[src/rtl/ccr_flag_unit.sv]
// Condition-code register behind the ALU: masked flag commit, carry feedback,
// branch-condition evaluation and a saturating shadow stack for interrupt nesting.
module ccr_flag_unit #(
  parameter int STACK_DEPTH = 4,
  parameter int PTR_W       = 2
) (
  input  logic       clk,
  input  logic       rst_n,
  input  logic       alu_z,
  input  logic       alu_n,
  input  logic       alu_c,
  input  logic       alu_v,
  input  logic [3:0] flag_mask,
  input  logic       ex_valid,
  input  logic       stall,
  input  logic       int_save,
  input  logic       rti_restore,
  input  logic [2:0] cond_sel,
  output logic [3:0] ccr,
  output logic       carry_to_alu,
  output logic       branch_taken,
  output logic       stack_empty,
  output logic       stack_full,
  output logic       stack_err
);

  localparam logic [PTR_W:0] PTR_ONE = (PTR_W+1)'(1);
  localparam logic [PTR_W:0] PTR_MAX = (PTR_W+1)'(STACK_DEPTH);

  logic [3:0]     slots [STACK_DEPTH];
  logic [PTR_W:0] ptr;
  logic [PTR_W:0] ptr_dec;
  logic [3:0]     upd;
  logic [3:0]     save_val;

  function automatic logic [3:0] merge_flags(input logic [3:0] cur,
                                             input logic [3:0] alu,
                                             input logic [3:0] mask);
    return (cur & ~mask) | (alu & mask);
  endfunction

  // Flags packed {Z,N,C,V}: Z=bit3, N=bit2, C=bit1, V=bit0.
  function automatic logic eval_cond(input logic [2:0] sel, input logic [3:0] f);
    logic r;
    case (sel)
      3'b000:  r = 1'b1;
      3'b001:  r = f[3];
      3'b010:  r = ~f[3];
      3'b011:  r = f[1];
      3'b100:  r = ~f[1];
      3'b101:  r = f[2];
      3'b110:  r = f[0];
      default: r = 1'b0;
    endcase
    return r;
  endfunction

  assign upd          = merge_flags(ccr, {alu_z, alu_n, alu_c, alu_v}, flag_mask);
  assign save_val     = ex_valid ? upd : ccr;
  assign ptr_dec      = ptr - PTR_ONE;
  assign stack_empty  = (ptr == '0);
  assign stack_full   = (ptr == PTR_MAX);
  assign carry_to_alu = ccr[1];
  assign branch_taken = eval_cond(cond_sel, ccr);

  // Commit stage: restore beats save beats plain update; stall freezes everything.
  always_ff @(posedge clk or negedge rst_n) begin
    if (!rst_n) begin
      ccr       <= '0;
      ptr       <= '0;
      stack_err <= 1'b0;
      for (int i = 0; i < STACK_DEPTH; i++) slots[i] <= '0;
    end else if (!stall) begin
      if (rti_restore) begin
        if (!stack_empty) begin
          ccr <= slots[ptr_dec[PTR_W-1:0]];
          ptr <= ptr_dec;
        end else begin
          stack_err <= 1'b1;
        end
        if (int_save) stack_err <= 1'b1;
      end else if (int_save) begin
        ccr <= save_val;
        if (!stack_full) begin
          slots[ptr[PTR_W-1:0]] <= save_val;
          ptr                   <= ptr + PTR_ONE;
        end else begin
          stack_err <= 1'b1;
        end
      end else if (ex_valid) begin
        ccr <= upd;
      end
    end
  end

endmodule

[config.mk]
export PLATFORM = sky130hd
export DESIGN_NAME = ccr_flag_unit
export DESIGN_NICKNAME = d
export VERILOG_FILES = /design/src/rtl/ccr_flag_unit.sv
export SDC_FILE = /design/constraint.sdc
export NUM_CORES = 1
export LEC_CHECK = 0
export ABC_AREA = 1
export CAP_MARGIN = 20
export CORE_ASPECT_RATIO = 1.2
export CORE_MARGIN = 8
export CORE_UTILIZATION = 54
export CTS_BUF_LIST = sky130_fd_sc_hd__clkbuf_8
export CTS_CLUSTER_DIAMETER = 80
export DETAILED_ROUTE_END_ITERATION = 8
export HOLD_SLACK_MARGIN = 0.02
export PLACE_DENSITY = 0.82
export SYNTH_ARGS = -nofsm -noshare
export SYNTH_HDL_FRONTEND = slang
export SYNTH_SLANG_ARGS = --single-unit
[constraint.sdc]
create_clock -name clk -period 2.35 [get_ports clk]
set_input_delay 0.47 -clock clk [delete_from_list [all_inputs] [get_ports clk]]
set_output_delay 0.47 -clock clk [all_outputs]
set_load 0.02 [all_outputs]
Word level (Yosys, flattened, before mapping)
Index checks and enable logic that the tools add are counted.
{"block": "op_classes", "n_addsub": 2, "magnitude_cmp": 3, "eq_ne": 9, "muxes": 19, "bitwise": 11, "reduce_logical": 10}
{"cell": "$mux 4", "n": 6}
{"cell": "$bwmux 16", "n": 1}
{"cell": "$eq 3x3->1 const B", "n": 4}
{"cell": "$mux 3", "n": 4}
{"cell": "$reduce_and 4->1", "n": 3}
{"cell": "$and 4x4->4", "n": 2}
{"cell": "$bmux 4 s2", "n": 1}
{"cell": "$demux 4 s2", "n": 1}
{"cell": "$pmux 1 s7", "n": 1}
{"cell": "$eq 3x2->1 const B", "n": 2}
{"cell": "$ge 3x3->1 const B", "n": 2}
{"cell": "$logic_not 3->1", "n": 2}
{"cell": "$not 2->3", "n": 2}
{"cell": "$reduce_bool 2->1", "n": 3}
{"cell": "$mux 1", "n": 5}
{"cell": "$not 1->1", "n": 5}
{"cell": "$ne 2x2->1 const B", "n": 2}
{"cell": "$not 4->4", "n": 1}
{"cell": "$or 4x4->4", "n": 1}
{"cell": "$add 3x1->3 const B", "n": 1}
{"cell": "$eq 3x1->1 const B", "n": 1}
{"cell": "$lt 3x1->1 const B", "n": 1}
{"cell": "$sub 3x1->3 const B", "n": 1}
{"cell": "$reduce_and 2->1", "n": 1}
{"cell": "$logic_and 1x1->1", "n": 1}
{"block": "totals", "regBits": 24, "output_inout_bits": 9, "wordCells": 61}

Longest topological paths before layout
{"block": "depth", "ltp_word": 7, "depth_mapped": 10, "depth_no_buf": 9}

Worst setup path before layout
OpenSTA, ideal clock, no wires.
{"block": "synth_timing", "path_type": "register to register", "startpoint": "reg ptr[0]", "endpoint": "reg slots[10] (netlist name)", "setup_ns": 0.123, "arrival_ns": 1.643, "t_required_ns": 2.227, "path_slack_ns": 0.584, "stages_incl_launch_ff": 9, "synth_period_minus_slack_ns": 1.766, "cell_sequence": "dfrtp_1 buf_4 clkinv_1 ha_1 nand2_1 nand4_4 clkbuf_2 o21ai_0 nand2_1"}
{"block": "synth_between", "elab_chain_cells": 6, "word_cells_on_any_way": 10, "classes_between": "order compare: 2; eq/ne: 1; mux: 3; bitwise: 2; reduce/logical: 2"}
{"element": "start, declared", "line": "31", "rtl": "logic [PTR_W:0] ptr;"}
{"element": "start signal, assigned", "line": "77", "rtl": "ptr <= ptr_dec;"}
{"element": "start signal, assigned", "line": "86", "rtl": "ptr <= ptr + PTR_ONE;"}
{"element": "$not 2->3 (not written as such)", "line": "85", "rtl": "slots[ptr[PTR_W-1:0]] <= save_val;"}
{"element": "$ge 3x3->1 (not written as such) or $lt 3x1->1 (tied branches)", "line": "85"}
{"element": "$logic_and 1x1->1 (not written as such)", "line": "85"}
{"element": "$mux 4 (not written as such)", "line": "85"}
{"element": "$demux 4 s2", "line": "85"}
{"element": "$bwmux 16", "line": "85"}
{"element": "end signal, assigned by index", "line": "85"}
{"element": "end, declared", "line": "30", "rtl": "logic [3:0] slots [STACK_DEPTH];"}
Several ways; a longest one is shown, not always the timed one.
A chain may end at the register's enable or synchronous reset.

Worst setup path after layout
{"block": "layout_timing", "startpoint": "in cond_sel[1]", "endpoint": "out branch_taken"}
{"block": "layout_between", "elab_chain_cells": 2, "word_cells_on_any_way": 8, "classes_between": "eq/ne: 6; mux: 1; reduce/logical: 1"}
{"element": "start, declared", "line": "18", "rtl": "input logic [2:0] cond_sel,"}
{"element": "$eq 3x3->1, or another cell as far along", "line": "45", "rtl": "case (sel)"}
{"element": "$pmux 1 s7 *", "line": "45"}
{"element": "end, declared", "line": "21", "rtl": "output logic branch_taken,"}
Every way passes the cells marked *; elsewhere a longest branch is shown, timed or not.

==> reports/qor.tcl <==
set qor(worst_path_max_delay_cell) {clkdlybuf4s50_1}
set qor(synth_top_flop_cell) {dfrtp_1}
set qor(io_pins) 26
set qor(grt_setup_unrepaired) {false}
set qor(flow.area_growth_from_synthesis_pct) 23.4
set qor(horizontal_die_dimension_um) 63.2
set qor(rows) 20
set qor(postLayoutCoreUtil) 0.698
set qor(r2r_cells) 6
set qor(design_area_mm2) 0.00178
set qor(route.antenna.remaining_nets) 0
set qor(slew_headroom) 0.773
set qor(final_layout_size_suffix_gt1_frac) 0.0462
set qor(synthMuxAreaShare) 0
set qor(clockPowerShare) 0.123
set qor(yosys.area_share.simple) 0.348
set qor(path_buf_inv) 2
set qor(layoutNonFillerInstCount) 271
set qor(synth_top_area_cell) {dfrtp_1}
set qor(total_leakage_power_nw) 0.970
set qor(number_of_fill_cells_in_the_layout) 234
set qor(timing_worst_slew_pin_value_ps) 339
set qor(setup.worst_path.class) {in2out}
set qor(wire_per_inst_um) 12.4
set qor(synth_xor_xnor_area_share) 0.00607
set qor(initial_core_util) 0.566
set qor(worstSetupStartpoint) {cond_sel[1]}
set qor(async_reset_ff_frac) 1.00
set qor(global_route.usage.total) 0.155
set qor(final_min_period_over_clock_period) 0.918
set qor(netlist_top_cells_count) {88 x nand2_1, 30 x inv_1, 24 x dfrtp_1}
set qor(area_taken_by_multi_input_logic_gates_um2) 698
set qor(cp_cell_sequence) {clkdlybuf4s50_1, nand3_1, o21ai_0, nand2_1, nand4_1, dlygate4sd2_1}
set qor(main_area_contributors_after_synthesis) {dfrtp_1 42%, nand2_1 23%, inv_1 7.8%}
set qor(max-cap-violations) 0
set qor(power_per_cell_area_mw_per_mm2) 1120
set qor(clkSlewWorstSetupHoldPaths_ps) 80
set qor(wire_length_of_the_first_global_routing_pass_um) 5790
set qor(status) {finished clean}
set qor(synth_top_family_by_area) {simple AND/OR/NAND/NOR gates}
set qor(ys_ff_latch) 24
set qor(syn_area_per_cell_um2) 6.88
set qor(place.detailed.instances) 268
set qor(power.share.sequential) 0.358
set qor(drt_drc_violations_left) 0
set qor(globalplace.congestion) 0.821
set qor(reg2reg_from) {ptr[1]}
set qor(endpoint) {branch_taken}
set qor(n_antenna_cell) 0
set qor(cts_root_buf) {clkbuf_8}
set qor(yosysSeqAreaShare) 0.416
set qor(synth.yosys.warnings) 0
set qor(cts_tree) {yes}
set qor(tritoncts_num_sinks) 24
set qor(cp.arrival_ps) 1690
set qor(dpl.hpwl_um) 2520
set qor(worst-path-stages) 6
set qor(h_tree_lvl_count) 1
set qor(routed-via-count) 1376
set qor(yosysTopAreaCellShare) 0.416
set qor(critical_path.reg2reg.endpoint) {slots[12]}
set qor(cp.required_ps) 1880
set qor(ir_drop_mv) 0.659
set qor(route.detailed.vias_per_inst) 5.08
set qor(drtIter0Drc) 62
set qor(grt_antenna_before_repair) 0
set qor(fmax_ghz) 0.463
set qor(comb_power_share) 0.519
set qor(timing.clock.skew_ps) 1.75
set qor(p_sw_frac) 0.442
set qor(final_hold_viol_count) 0
set qor(power.switching_uw) 879
set qor(crit_path_max_fanout) 5
set qor(clockBufferDepth) 2
set qor(global_route.overflow_total) 0
set qor(yosysMostFrequentCell) {nand2_1}
set qor(netlist-cell-type-count) 20
set qor(post-layout-total-power_mw) 1.99
set qor(largest_net_degree_at_the_start_of_global_routing) 25
set qor(synth_compound_gate_area_share) 0.0858
set qor(placement.io_buffers) 25
set qor(hold_slack_ps) 484
set qor(setup.reg_to_reg.worst_slack_ps) 640
set qor(die_area_mm2) 0.00459
set qor(hold_class) {reg2reg}
set qor(clock_insertion_delay_worst_skew_ps) 270
set qor(netlist_instances) 210
set qor(totalWireLength_um) 3370
set qor(grt_pass1_vias) 1354
set qor(worstSetupEndpointType) {primary output}
set qor(nNetsFinal) 262
set qor(synth_adder_area_share) 0.0433
set qor(synth_enable_flop_cells) 0
set qor(detailed_router_iteration_count_before_antenna_repair) 4
set qor(cts_made_buffers) 3
set qor(synthesis.area_mm2) 0.00144
set qor(detailed_place.area_mm2) 0.00174
set qor(report.final.setup_viol) 0
set qor(p_int_mw) 1.11
set qor(final_max_slew_viol_count) 0
set qor(chipHeight_um) 72.6
set qor(cp_top_family) {buffers and inverters}
set qor(core_area_mm2) 0.00255
set qor(slowest_delay_ps) 550
set qor(synth.net_count) 232
set qor(critical_path.startpoint_type) {input pin}
set qor(period_needed_ps) 2160
set qor(post_cts_hold_fix_bufs) 0
set qor(ff_latch_area_um2) 601
==> power by group through the flow <==
stage	Clock [mW]	Combinational, mW	Sequential [mW]
after floorplan	0	0.673	0.738
after global placement	0	1.03	0.715
after detailed placement	0	1.04	0.717
after CTS	0.244	1.03	0.711
after global routing	0.258	1.18	0.736
final	0.244	1.03	0.712
==> worst min path at each step <==
stage,from,endpoint,slack [ps],cells past startpoint
2_1_floorplan,rst_n,ccr[0],170,0
3_3_place_gp,stack_err,stack_err,460,1
3_5_place_dp,slots[14],slots[14],470,2
4_1_cts,slots[14],slots[14],490,2
5_1_grt,slots[14],slots[14],520,2
6_report,slots[14],slots[14],480,2
==> cell usage in the layout (no fill, tap or decap) <==
cell             synthesis  final
o21ai_0                 17     17
nand2_2                  2      2
inv_1                   30     30
o21bai_1                 1      1
nor2_1                   9      9
clkbuf_8                 0      3
dlymetal6s2s_1           0      1
a21oi_1                  2      2
clkinv_1                 1      1
nand2_1                 88     88
buf_4                    2      4
nand4_4                  1      1
xor2_1                   1      1
dlygate4sd2_1            0      2
ha_1                     5      5
o21ai_1                  3      3
o22ai_1                  1      1
nand4_1                  4      4
dfrtp_1                 24     24
inv_2                    1      1
clkdlybuf4s50_1          0     22
nand3_1                 16     16
==> stage by stage <==
step	setup TNS, ps	setup slack, ps
2_1_floorplan	0	584
3_3_place_gp	-26.5	-26.5
3_5_place_dp	-66.5	-66.5
4_1_cts	0	41.9
5_1_grt	0	113
6_report	0	192
==> final cells by class <==
type                       count  area share
multi-input combinational    150       0.392
sequential                    24       0.337
timing repair buffer          29       0.157
inverter                      32      0.0674
clock buffer                   3      0.0232
tap                           33      0.0232
==> worst register-to-register path, stage by stage (launching register included) <==
cell and delay (ps):
dfrtp_1 390, inv_1 100, ha_1 210, nand2_1 170
nand4_4 240, nor2_1 360, o21ai_0 120
==> sequential cells by signal (all words and copies together), names as in the netlist <==
name	count
slots	16
ccr	4
ptr	3
stack_err	1
==> metal layers <==
layer / GRT usage / vias up / routed length [µm]
met5: 0 / - / 0
li1: - / 707 / -
met4: 0.0620 / 0 / 55
met1: 0.169 / 631 / 1520
met2: 0.283 / 33 / 1620
met3: 0.0353 / 5 / 177
==> logic make-up (layout without fill, tap and decap cells) <==
| family | after synthesis | after routing |
|---|---|---|
| AO/OA/AOI/OAI | 24 | 24 |
| XOR/XNOR | 1 | 1 |
| adder cells (fa/ha/maj) | 5 | 5 |
| buffers and inverters | 36 | 64 |
| flip-flops | 24 | 24 |
| AND/OR/NAND/NOR | 120 | 120 |
==> what timing repair did <==
item | 4_1_cts | 5_1_grt
gates resized for setup | 2 | 1
buffers inserted | 0 | 0
setup endpoints to repair | 2 | 1
Power figures use the tool's default switching activity.
